`src/rtl/wav_recorder_pkg.sv`:
```
// Shared types and helpers for wav_recorder: FSM state encoding and the
// RIFF/WAVE header byte generator used when WAV_RECORDER_HEADER_EN is defined.
package wav_recorder_pkg;

  typedef enum logic [2:0] {
    ST_IDLE,
    ST_RUN,
    ST_DRAIN,
    ST_HDR,
    ST_DONE
  } state_t;

  localparam int HDR_BYTES = 44;

  // Byte idx of the canonical 44-byte PCM header. The header is eleven
  // little-endian 32-bit words; the 16-bit fields pair up into words 5 and 8.
  function automatic logic [7:0] hdr_byte(input logic [5:0]  idx,
                                          input logic [31:0] len,
                                          input logic [31:0] rate);
    logic [31:0] w;
    case (idx[5:2])
      4'd0:    w = 32'h4646_4952;          // "RIFF"
      4'd1:    w = len + 32'd36;           // RIFF chunk size
      4'd2:    w = 32'h4556_4157;          // "WAVE"
      4'd3:    w = 32'h2074_6d66;          // "fmt "
      4'd4:    w = 32'd16;                 // fmt chunk size
      4'd5:    w = 32'h0001_0001;          // PCM format 1, 1 channel
      4'd6:    w = rate;                   // sample rate
      4'd7:    w = rate << 1;              // byte rate
      4'd8:    w = 32'h0010_0002;          // block align 2, 16 bits
      4'd9:    w = 32'h6174_6164;          // "data"
      4'd10:   w = len;                    // data chunk size
      default: w = 32'h0000_0000;
    endcase
    return w[{idx[1:0], 3'b000} +: 8];
  endfunction

endpackage

```
`src/rtl/sample_fifo.sv`:
```
// Synchronous sample FIFO for wav_recorder. Show-ahead read: dout is the
// head entry whenever empty is low. clr empties it in one cycle.
module sample_fifo #(
  parameter int DATA_W = 16,
  parameter int DEPTH  = 16
) (
  input  logic              clk_sys,
  input  logic              reset,
  input  logic              clr,
  input  logic              push,
  input  logic [DATA_W-1:0] din,
  input  logic              pop,
  output logic [DATA_W-1:0] dout,
  output logic              full,
  output logic              empty
);

  localparam int AW = $clog2(DEPTH);

  logic [DATA_W-1:0] mem [DEPTH];
  logic [AW:0]       wr_ptr;
  logic [AW:0]       rd_ptr;

  // Pointer control; the extra MSB tells full from empty.
  always_ff @(posedge clk_sys) begin
    if (reset || clr) begin
      wr_ptr <= '0;
      rd_ptr <= '0;
    end else begin
      if (push) wr_ptr <= wr_ptr + 1'b1;
      if (pop)  rd_ptr <= rd_ptr + 1'b1;
    end
  end

  // Storage write, data only, never reset.
  always_ff @(posedge clk_sys) begin
    if (push) mem[wr_ptr[AW-1:0]] <= din;
  end

  assign dout  = mem[rd_ptr[AW-1:0]];
  assign empty = (wr_ptr == rd_ptr);
  assign full  = (wr_ptr[AW] != rd_ptr[AW]) && (wr_ptr[AW-1:0] == rd_ptr[AW-1:0]);

endmodule

```
`src/rtl/wav_recorder.sv`:
```
// wav_recorder: captures the signed 16-bit mono sample stream into DDR as
// little-endian PCM bytes through the ddram byte-write port.
// Optional feature macro: WAV_RECORDER_HEADER_EN -- PCM starts at BASE_ADDR+44
// and a RIFF/WAVE header is written at BASE_ADDR after the drain.
module wav_recorder
  import wav_recorder_pkg::*;
#(
  parameter logic [27:0] BASE_ADDR   = 28'h0000000,
  parameter logic [27:0] MAX_BYTES   = 28'h0100000,
  parameter int          FIFO_DEPTH  = 16,
  parameter int          SAMPLE_RATE = 48000
) (
  input  logic               clk_sys,
  input  logic               reset,
  input  logic signed [15:0] i_sample,
  input  logic               i_sample_stb,
  input  logic               i_start,
  input  logic               i_stop,
  output logic [27:0]        o_mem_addr,
  output logic [7:0]         o_mem_din,
  output logic               o_mem_we,
  input  logic               i_mem_ready,
  output logic               o_busy,
  output logic               o_done,
  output logic               o_overflow,
  output logic [27:0]        o_byte_count
);

`ifdef WAV_RECORDER_HEADER_EN
  localparam bit HDR_EN = 1'b1;
`else
  localparam bit HDR_EN = 1'b0;
`endif

  localparam logic [27:0] DATA_BASE = HDR_EN ? BASE_ADDR + 28'(HDR_BYTES) : BASE_ADDR;
  localparam logic [31:0] RATE      = 32'(SAMPLE_RATE);

  state_t             state, state_n;
  logic               fifo_push, fifo_pop, fifo_clr, fifo_full, fifo_empty;
  logic signed [15:0] fifo_dout;
  logic [27:0]        queued_bytes;   // committed + queued bytes this recording
  logic               lane_hi;        // next PCM byte is the high byte
  logic               saw_low;        // ready dropped since the last we
  logic [1:0]         hi_cnt;         // ready-high cycles since the last we
  logic [5:0]         hdr_idx;
  logic               start_go, cap_reached, can_issue;
  logic               pcm_issue, hdr_issue, pcm_done;

  assign start_go    = i_start && !i_stop && (state == ST_IDLE || state == ST_DONE);
  assign cap_reached = (queued_bytes >= MAX_BYTES);
  assign fifo_clr    = start_go;
  assign fifo_push   = (state == ST_RUN) && i_sample_stb && !fifo_full && !cap_reached;
  // ddram ready lags our we: only trust it after a fall/re-rise or 2 high cycles.
  assign can_issue   = i_mem_ready && !o_mem_we && (saw_low || hi_cnt == 2'd2);
  assign pcm_issue   = can_issue && !fifo_empty && (state == ST_RUN || state == ST_DRAIN);
  assign hdr_issue   = HDR_EN && can_issue && (state == ST_HDR);
  assign fifo_pop    = pcm_issue && lane_hi;
  assign pcm_done    = fifo_empty && !lane_hi;

  assign o_busy = (state == ST_RUN) || (state == ST_DRAIN) || (state == ST_HDR);
  assign o_done = (state == ST_DONE);

  sample_fifo #(
    .DATA_W (16),
    .DEPTH  (FIFO_DEPTH)
  ) u_fifo (
    .clk_sys (clk_sys),
    .reset   (reset),
    .clr     (fifo_clr),
    .push    (fifo_push),
    .din     (i_sample),
    .pop     (fifo_pop),
    .dout    (fifo_dout),
    .full    (fifo_full),
    .empty   (fifo_empty)
  );

  // FSM state register.
  always_ff @(posedge clk_sys) begin
    if (reset) state <= ST_IDLE;
    else       state <= state_n;
  end

  // FSM next-state; a same-cycle start+stop leaves IDLE/DONE untouched.
  always_comb begin
    state_n = state;
    case (state)
      ST_IDLE, ST_DONE: if (start_go) state_n = ST_RUN;
      ST_RUN:   if (i_stop || cap_reached) state_n = ST_DRAIN;
      ST_DRAIN: if (pcm_done) state_n = HDR_EN ? ST_HDR : ST_DONE;
      ST_HDR:   if (hdr_issue && hdr_idx == 6'(HDR_BYTES - 1)) state_n = ST_DONE;
      default:  state_n = ST_IDLE;
    endcase
  end

  // Write handshake tracker: re-arms once ready falls or stays high 2 cycles.
  always_ff @(posedge clk_sys) begin
    if (reset) begin
      saw_low <= 1'b1;
      hi_cnt  <= 2'd0;
    end else if (pcm_issue || hdr_issue) begin
      saw_low <= 1'b0;
      hi_cnt  <= 2'd0;
    end else if (!i_mem_ready) begin
      saw_low <= 1'b1;
    end else if (hi_cnt != 2'd2) begin
      hi_cnt  <= hi_cnt + 2'd1;
    end
  end

  // Byte-lane sequencer, DDR write port and recording counters.
  always_ff @(posedge clk_sys) begin
    if (reset) begin
      o_mem_we     <= 1'b0;
      o_mem_addr   <= BASE_ADDR;
      o_mem_din    <= 8'h00;
      o_byte_count <= '0;
      o_overflow   <= 1'b0;
      queued_bytes <= '0;
      lane_hi      <= 1'b0;
      hdr_idx      <= '0;
    end else begin
      o_mem_we <= pcm_issue || hdr_issue;
      if (start_go) begin
        o_byte_count <= '0;
        o_overflow   <= 1'b0;
        queued_bytes <= '0;
        lane_hi      <= 1'b0;
        hdr_idx      <= '0;
      end else begin
        if (fifo_push) queued_bytes <= queued_bytes + 28'd2;
        if ((state == ST_RUN) && i_sample_stb && fifo_full && !cap_reached)
          o_overflow <= 1'b1;
        if (pcm_issue) begin
          o_mem_addr <= DATA_BASE + o_byte_count;
          o_mem_din  <= lane_hi ? fifo_dout[15:8] : fifo_dout[7:0];
          lane_hi    <= !lane_hi;
          if (o_byte_count < MAX_BYTES) o_byte_count <= o_byte_count + 28'd1;
        end
        if (hdr_issue) begin
          o_mem_addr <= BASE_ADDR + {22'd0, hdr_idx};
          o_mem_din  <= hdr_byte(hdr_idx, {4'd0, o_byte_count}, RATE);
          hdr_idx    <= hdr_idx + 6'd1;
        end
      end
    end
  end

endmodule

```
`config.mk`:
```
export PLATFORM = sky130hd
export DESIGN_NAME = wav_recorder
export DESIGN_NICKNAME = d
export VERILOG_FILES = /design/src/rtl/wav_recorder_pkg.sv /design/src/rtl/sample_fifo.sv /design/src/rtl/wav_recorder.sv
export SDC_FILE = /design/constraint.sdc
export NUM_CORES = 1
export LEC_CHECK = 0
export CAP_MARGIN = 25
export CORE_ASPECT_RATIO = 1.5
export CORE_MARGIN = 1
export CORE_UTILIZATION = 28
export DETAILED_ROUTE_END_ITERATION = 7
export PLACE_DENSITY = 0.43
export RECOVER_POWER = 50
export SETUP_SLACK_MARGIN = 0.2
export SLEW_MARGIN = 30
export SYNTH_ARGS = -nofsm -noshare
export SYNTH_HDL_FRONTEND = slang
export SYNTH_HIERARCHICAL = 1
export SYNTH_SLANG_ARGS = --single-unit
```
`constraint.sdc`:
```
create_clock -name clk_sys -period 3.1 [get_ports clk_sys]
set_clock_uncertainty 0.15 [all_clocks]
set_input_delay 0.62 -clock clk_sys [delete_from_list [all_inputs] [get_ports clk_sys]]
set_output_delay 0.62 -clock clk_sys [all_outputs]
set_load 0.01 [all_outputs]
```
## Word level (Yosys, flattened, before mapping)

Memories as Yosys holds them, arrays and structs flattened. A register that Yosys moved wholly into a read port is not among the register bits.
Index checks and enable logic that the tools add are counted.

| storage, ports and cells | value |
|---|---|
| bits in registers | 111 |
| RAM bits | 256 |
| input bits | 22 |
| output and inout bits | 68 |
| logic and storage cells | 80 |
| memories | 1 |

| cells by class | value |
|---|---|
| add/sub/neg operators | 5 |
| order comparisons | 2 |
| eq/ne operators | 13 |
| multiplexer cells | 11 |
| bitwise operators | 2 |
| reductions and logical operators | 34 |

Memories:

| memory | depth | bits a word | rd ports | clocked after memory_dff | wr ports | RTL line | text |
|---|---|---|---|---|---|---|---|
| u_fifo.mem | 16 | 16 | 1 | 1 | 1 | sample_fifo.sv:20 | `logic [DATA_W-1:0] mem [DEPTH];` |

Operators by type and width:

| cell | number |
|---|---|
| 28-bit by 1-bit adder with 28-bit output, second input constant | 1 |
| 28-bit by 2-bit adder with 28-bit output, second input constant | 1 |
| 28-bit by 21-bit >= comparator with 1-bit output, second input constant | 1 |
| 28-bit by 21-bit < comparator with 1-bit output, second input constant | 1 |
| 1-bit logical AND | 14 |
| 3-bit one-hot mux with 4 select lines | 1 |
| 5-bit by 1-bit adder with 5-bit output, second input constant | 2 |
| 3-bit two-way mux | 3 |
| 4-bit two-way mux | 2 |
| 8-bit two-way mux | 1 |
| 3-bit by 2-bit equality test with 1-bit output, second input constant | 2 |
| 1-bit logical NOT | 6 |
| 1-bit logical OR | 6 |
| 2-bit by 1-bit != test with 1-bit output, second input constant | 3 |
| 2-bit AND reduction | 3 |
| 2-bit OR reduction | 3 |
| 5-bit equality test | 1 |
| 4-bit equality test | 1 |
| 1-bit two-way mux | 4 |
| 2-bit != test, second input constant | 2 |
| 4-bit AND reduction | 1 |
| 3-bit by 1-bit equality test with 1-bit output, second input constant | 1 |
| 3-bit equality test, second input constant | 1 |
| 3-bit logical NOT | 1 |
| other kinds (4) | 5 |

## Logic depth before layout (Yosys ltp)

| depth | value |
|---|---|
| word-level depth | 8 |
| mapped depth | 13 |
| gate-level depth less buffers | 9 |

## By module

Netlist, hierarchy kept.

By module, submodules not included:

| module | times used | cells each | area each (µm²) |
|---|---|---|---|
| sample_fifo | 1 | 475 | 10333.7 |
| wav_recorder | 1 | 468 | 4110.2 |

## Worst setup path after synthesis

OpenSTA, ideal clock, no wires.

| timing | value |
|---|---|
| kind | register to register |
| from | reg queued_bytes[20] |
| to | mem u_fifo.mem[3][0], enable pin |
| library setup time | 0.374 ns |
| arrival | 2.190 ns |
| path slack | 0.386 ns |
| stages on the path, launching flop included | 6 |
| buffers on the path | 1 |
| path through | dfxtp_1 or4_1 nor4_1 clkbuf_1 nor3b_1 and2_1 |

| on the way | value |
|---|---|
| longest elaborated chain between the ends | 5 |

RTL lines:

| what | RTL line | text |
|---|---|---|
| from (decl) | wav_recorder.sv:41 | `logic [27:0] queued_bytes;` |
| from (signal assigned) | wav_recorder.sv:131 | `if (fifo_push) queued_bytes <= queued_bytes + 28'd2;` |
| 28-bit by 21-bit >= comparator with 1-bit output | wav_recorder.sv:50 | `assign cap_reached = (queued_bytes >= MAX_BYTES);` |
| 1-bit logical NOT | wav_recorder.sv:52 | `assign fifo_push = (state == ST_RUN) && i_sample_stb && !fifo_full && !cap_reached;` |
| 1-bit logical AND | wav_recorder.sv:52 |  |
| via fifo_push | wav_recorder.sv:39 | `logic fifo_push, fifo_pop, fifo_clr, fifo_full, fifo_empty;` |
| 1-bit two-way mux | sample_fifo.sv:37 | `if (push) mem[wr_ptr[AW-1:0]] <= din;` |
| 1-bit two-way mux (not written as such) | sample_fifo.sv:37 |  |
| to (decl) | sample_fifo.sv:20 |  |

The timed path passes the listed nets, and every way through them passes these cells.

==> results.toml <==
[detailed_routing]
routedWlPerCell_um = 20.6
drc = 0
drtPass1Iterations = 4
wl_um = 36300
vias_per_cell = 4.59
drt_iter0_drc = 372
via_count = 8111
final_antenna_net_count = 0

[grt]
grt.overflow.total = 0
grt_pass1_wl_um = 54200
antenna_found_initial = 0
grt_max_degree = 43
grt_pass1_vias = 8489
grt.total_usage_pct = 14.0

[synthesis]
yosysSeqAreaShare_pct = 69.0
synth_compound_area_share_pct = 4.40
ys_seq_elements = 370
synth_commonest_cells = "edfxtp_1, dfxtp_1, nand2_1"
synth_nets = 974
synthFlopType = "edfxtp_1"
avgSynthCellArea_um2 = 15.3
synth_top_family_by_area = "multiplexers"
synthCells = 943
yosys.area.top_type_share_pct = 53.2
synth_area_leaders = "edfxtp_1, dfxtp_1, mux4_2"
async_flop_share_pct = 0
synth_top_area_cell = "edfxtp_1"
ys_types = 49
synth-warning-count = 6
synthMuxAreaShare_pct = 11.1
synth-simple-area-share_pct = 10.2
synth_xor_area_share_pct = 2.61
synth-edff-count = 256
yosysMostFrequentCell = "edfxtp_1"
netlist_area_um2 = 14400
synthAdderAreaFrac_pct = 0.780

[placed_design]
placed_cell_area_um2 = 16500
gp_congestion = 0.741
hpwl_um = 24000
place_ws_ns = 0.0829
portBuffers = 89

[timing]
finalSetupTns_ns = 0
setup_slack_ns = 0.380
hold_viol_final = 0
period_needed_ns = 2.72
slew_headroom_pct = 27.8
setup_viol = 0
hold-worst-slack_ns = 0.177
fmax_mhz = 368
period_share_pct = 87.7
worst_pin_slew_ns = 1.08
rsz0062_at_grt = "false"
slew_violations = 0

[floorplan]
initial_core_util_pct = 28.4
die-area_um2 = 52500
rows = 101
ioPinCount = 90
core_area_um2 = 50800
die_w_um = 187
die_y_um = 280

[critical_path]
cp-end-kind = "flop"
reg2regPathDepth = 9
r2r-start = "u_fifo/wr_ptr[2]$_SDFFE_PP0P_"
start_kind = "flop"
crit_type = "flop to flop"
critPathMaxFanout = 10
rrSetupSlack_ns = 0.38
cp_data_arrival_time_ns = 3.02
cp.required_ns = 3.40

[layout]
finish.instance_area_um2 = 17600
syn2layout_area_growth_pct = 22.1
n_antenna_cell = 0
fill_cells = 4988
drive_above_1_share_pct = 14.2
nets = 1101
fin_util_pct = 34.7

[clock_network]
clkTransAtPathRegs_ns = 0.06
clkLatencyLatePin_ns = 0.55
max-clock-path-buffers = 3
cts_tree = "done"
cts.repair.resized = 0
ctsHoldBuffers = 0
h-tree-depth = 2
cts_setup_buffers = 0
clock-sinks = 370
cts-root-buf = "clkbuf_16"
cts_buffers = 39

[min_path]
hp-class = "input port to flop"
min_to = "state[2]$_SDFFE_PP0P_"
hold_depth = 2
hold_path_startpoint = "reset"

[pwr]
power.density_nw_per_um2 = 569
peakVddDrop_uv = 290
leakagePower_nw = 5.70

[run]
maxCapViolCount = 0

[run_status]
status = "completed"
## layout by cell type (no fill, tap or decap), types with 24 or more instances in the layout
cell | Yosys | final
nor2_1 | 67 | 67
a22oi_1 | 32 | 32
dfxtp_1 | 114 | 112
dlygate4sd3_1 | 0 | 66
nand2_1 | 94 | 94
mux4_2 | 54 | 54
and2_1 | 33 | 28
xor2_1 | 24 | 24
a21oi_1 | 40 | 40
clkbuf_16 | 0 | 40
edfxtp_1 | 256 | 256
## how the worst max path moves through the flow
stage	from	to	slack, ns	depth (start not counted)
after floorplan	queued_bytes[20]$_SDFFE_PP0P_	u_fifo/mem[3][0]$_DFFE_PP_	0.39	5
after global placement	i_sample_stb	u_fifo/mem[1][0]$_DFFE_PP_	0.01	7
after detailed placement	i_sample_stb	u_fifo/mem[1][4]$_DFFE_PP_	0.08	7
after CTS	queued_bytes[20]$_SDFFE_PP0P_	u_fifo/mem[1][4]$_DFFE_PP_	0.36	6
after global routing	u_fifo/wr_ptr[2]$_SDFFE_PP0P_	flop	0.16	9
final	u_fifo/wr_ptr[2]$_SDFFE_PP0P_	flop	0.38	9
## flip-flops by register name, indices dropped and copies added (netlist names), 2 cells and up, named ones only
name and flops:
hi_cnt 2, o_byte_count 28, o_mem_addr 28, o_mem_din 8, queued_bytes 27, state 3, u_fifo/mem 256, u_fifo/rd_ptr 5
u_fifo/wr_ptr 5
## critical path, cell delays in order, from the launching register on
cell	delay (ns)
dfxtp_1	0.55
xnor2_1	0.11
nand4_1	0.13
nor2_1	0.08
nor4b_1	0.34
o211a_1	0.52
and2_1	0.35
nand4_1	0.15
xor2_1	0.16
nor2_1	0.12
## report_power, final
group / total (W) / internal, W / switching (W)
combinational: 0.000319 / 0.000112 / 0.000207
sequential: 0.00533 / 0.00531 / 0.0000258
clock: 0.00439 / 0.00250 / 0.00188
## logic make-up (layout without fill, tap and decap cells)
| group | after synthesis | after routing |
|---|---|---|
| buffers and inverters | 61 | 217 |
| adders and majority gates | 9 | 9 |
| and+or+nand+nor | 283 | 283 |
| DFF | 370 | 370 |
| xor gates and xnor gates | 43 | 43 |
| AOI/OAI and AO/OA | 101 | 101 |
| muxes | 76 | 76 |
## stage by stage
step                      power (W)  instances
after detailed placement    0.00578       1698
after global placement      0.00577       1698
after CTS                    0.0102       1768
final                        0.0100       1768
after global routing         0.0104       1768
after floorplan             0.00559        943
## cell type report
| type | count | area [um2] | area share [%] |
|---|---|---|---|
| Sequential cell | 370 | 9970 | 56.6 |
| Multi-Input combinational cell | 512 | 4190 | 23.7 |
| Timing Repair Buffer | 136 | 1410 | 8.00 |
| Clock buffer | 54 | 1070 | 6.09 |
| Tap cell | 669 | 837 | 4.75 |
| Clock inverter | 16 | 110 | 0.624 |
| Inverter | 11 | 41.3 | 0.234 |
## routing by layer
| layer | GRT usage (%) | wire (um) | up-vias |
|---|---|---|---|
| met5 | 0 | 0 | - |
| met4 | 4.00 | 697 | 0 |
| met3 | 2.39 | 1320 | 36 |
| met2 | 26.8 | 19900 | 163 |
| met1 | 15.6 | 14400 | 4083 |
| li1 | - | - | 3829 |
Note: power is estimated with default switching activity, not from simulation.
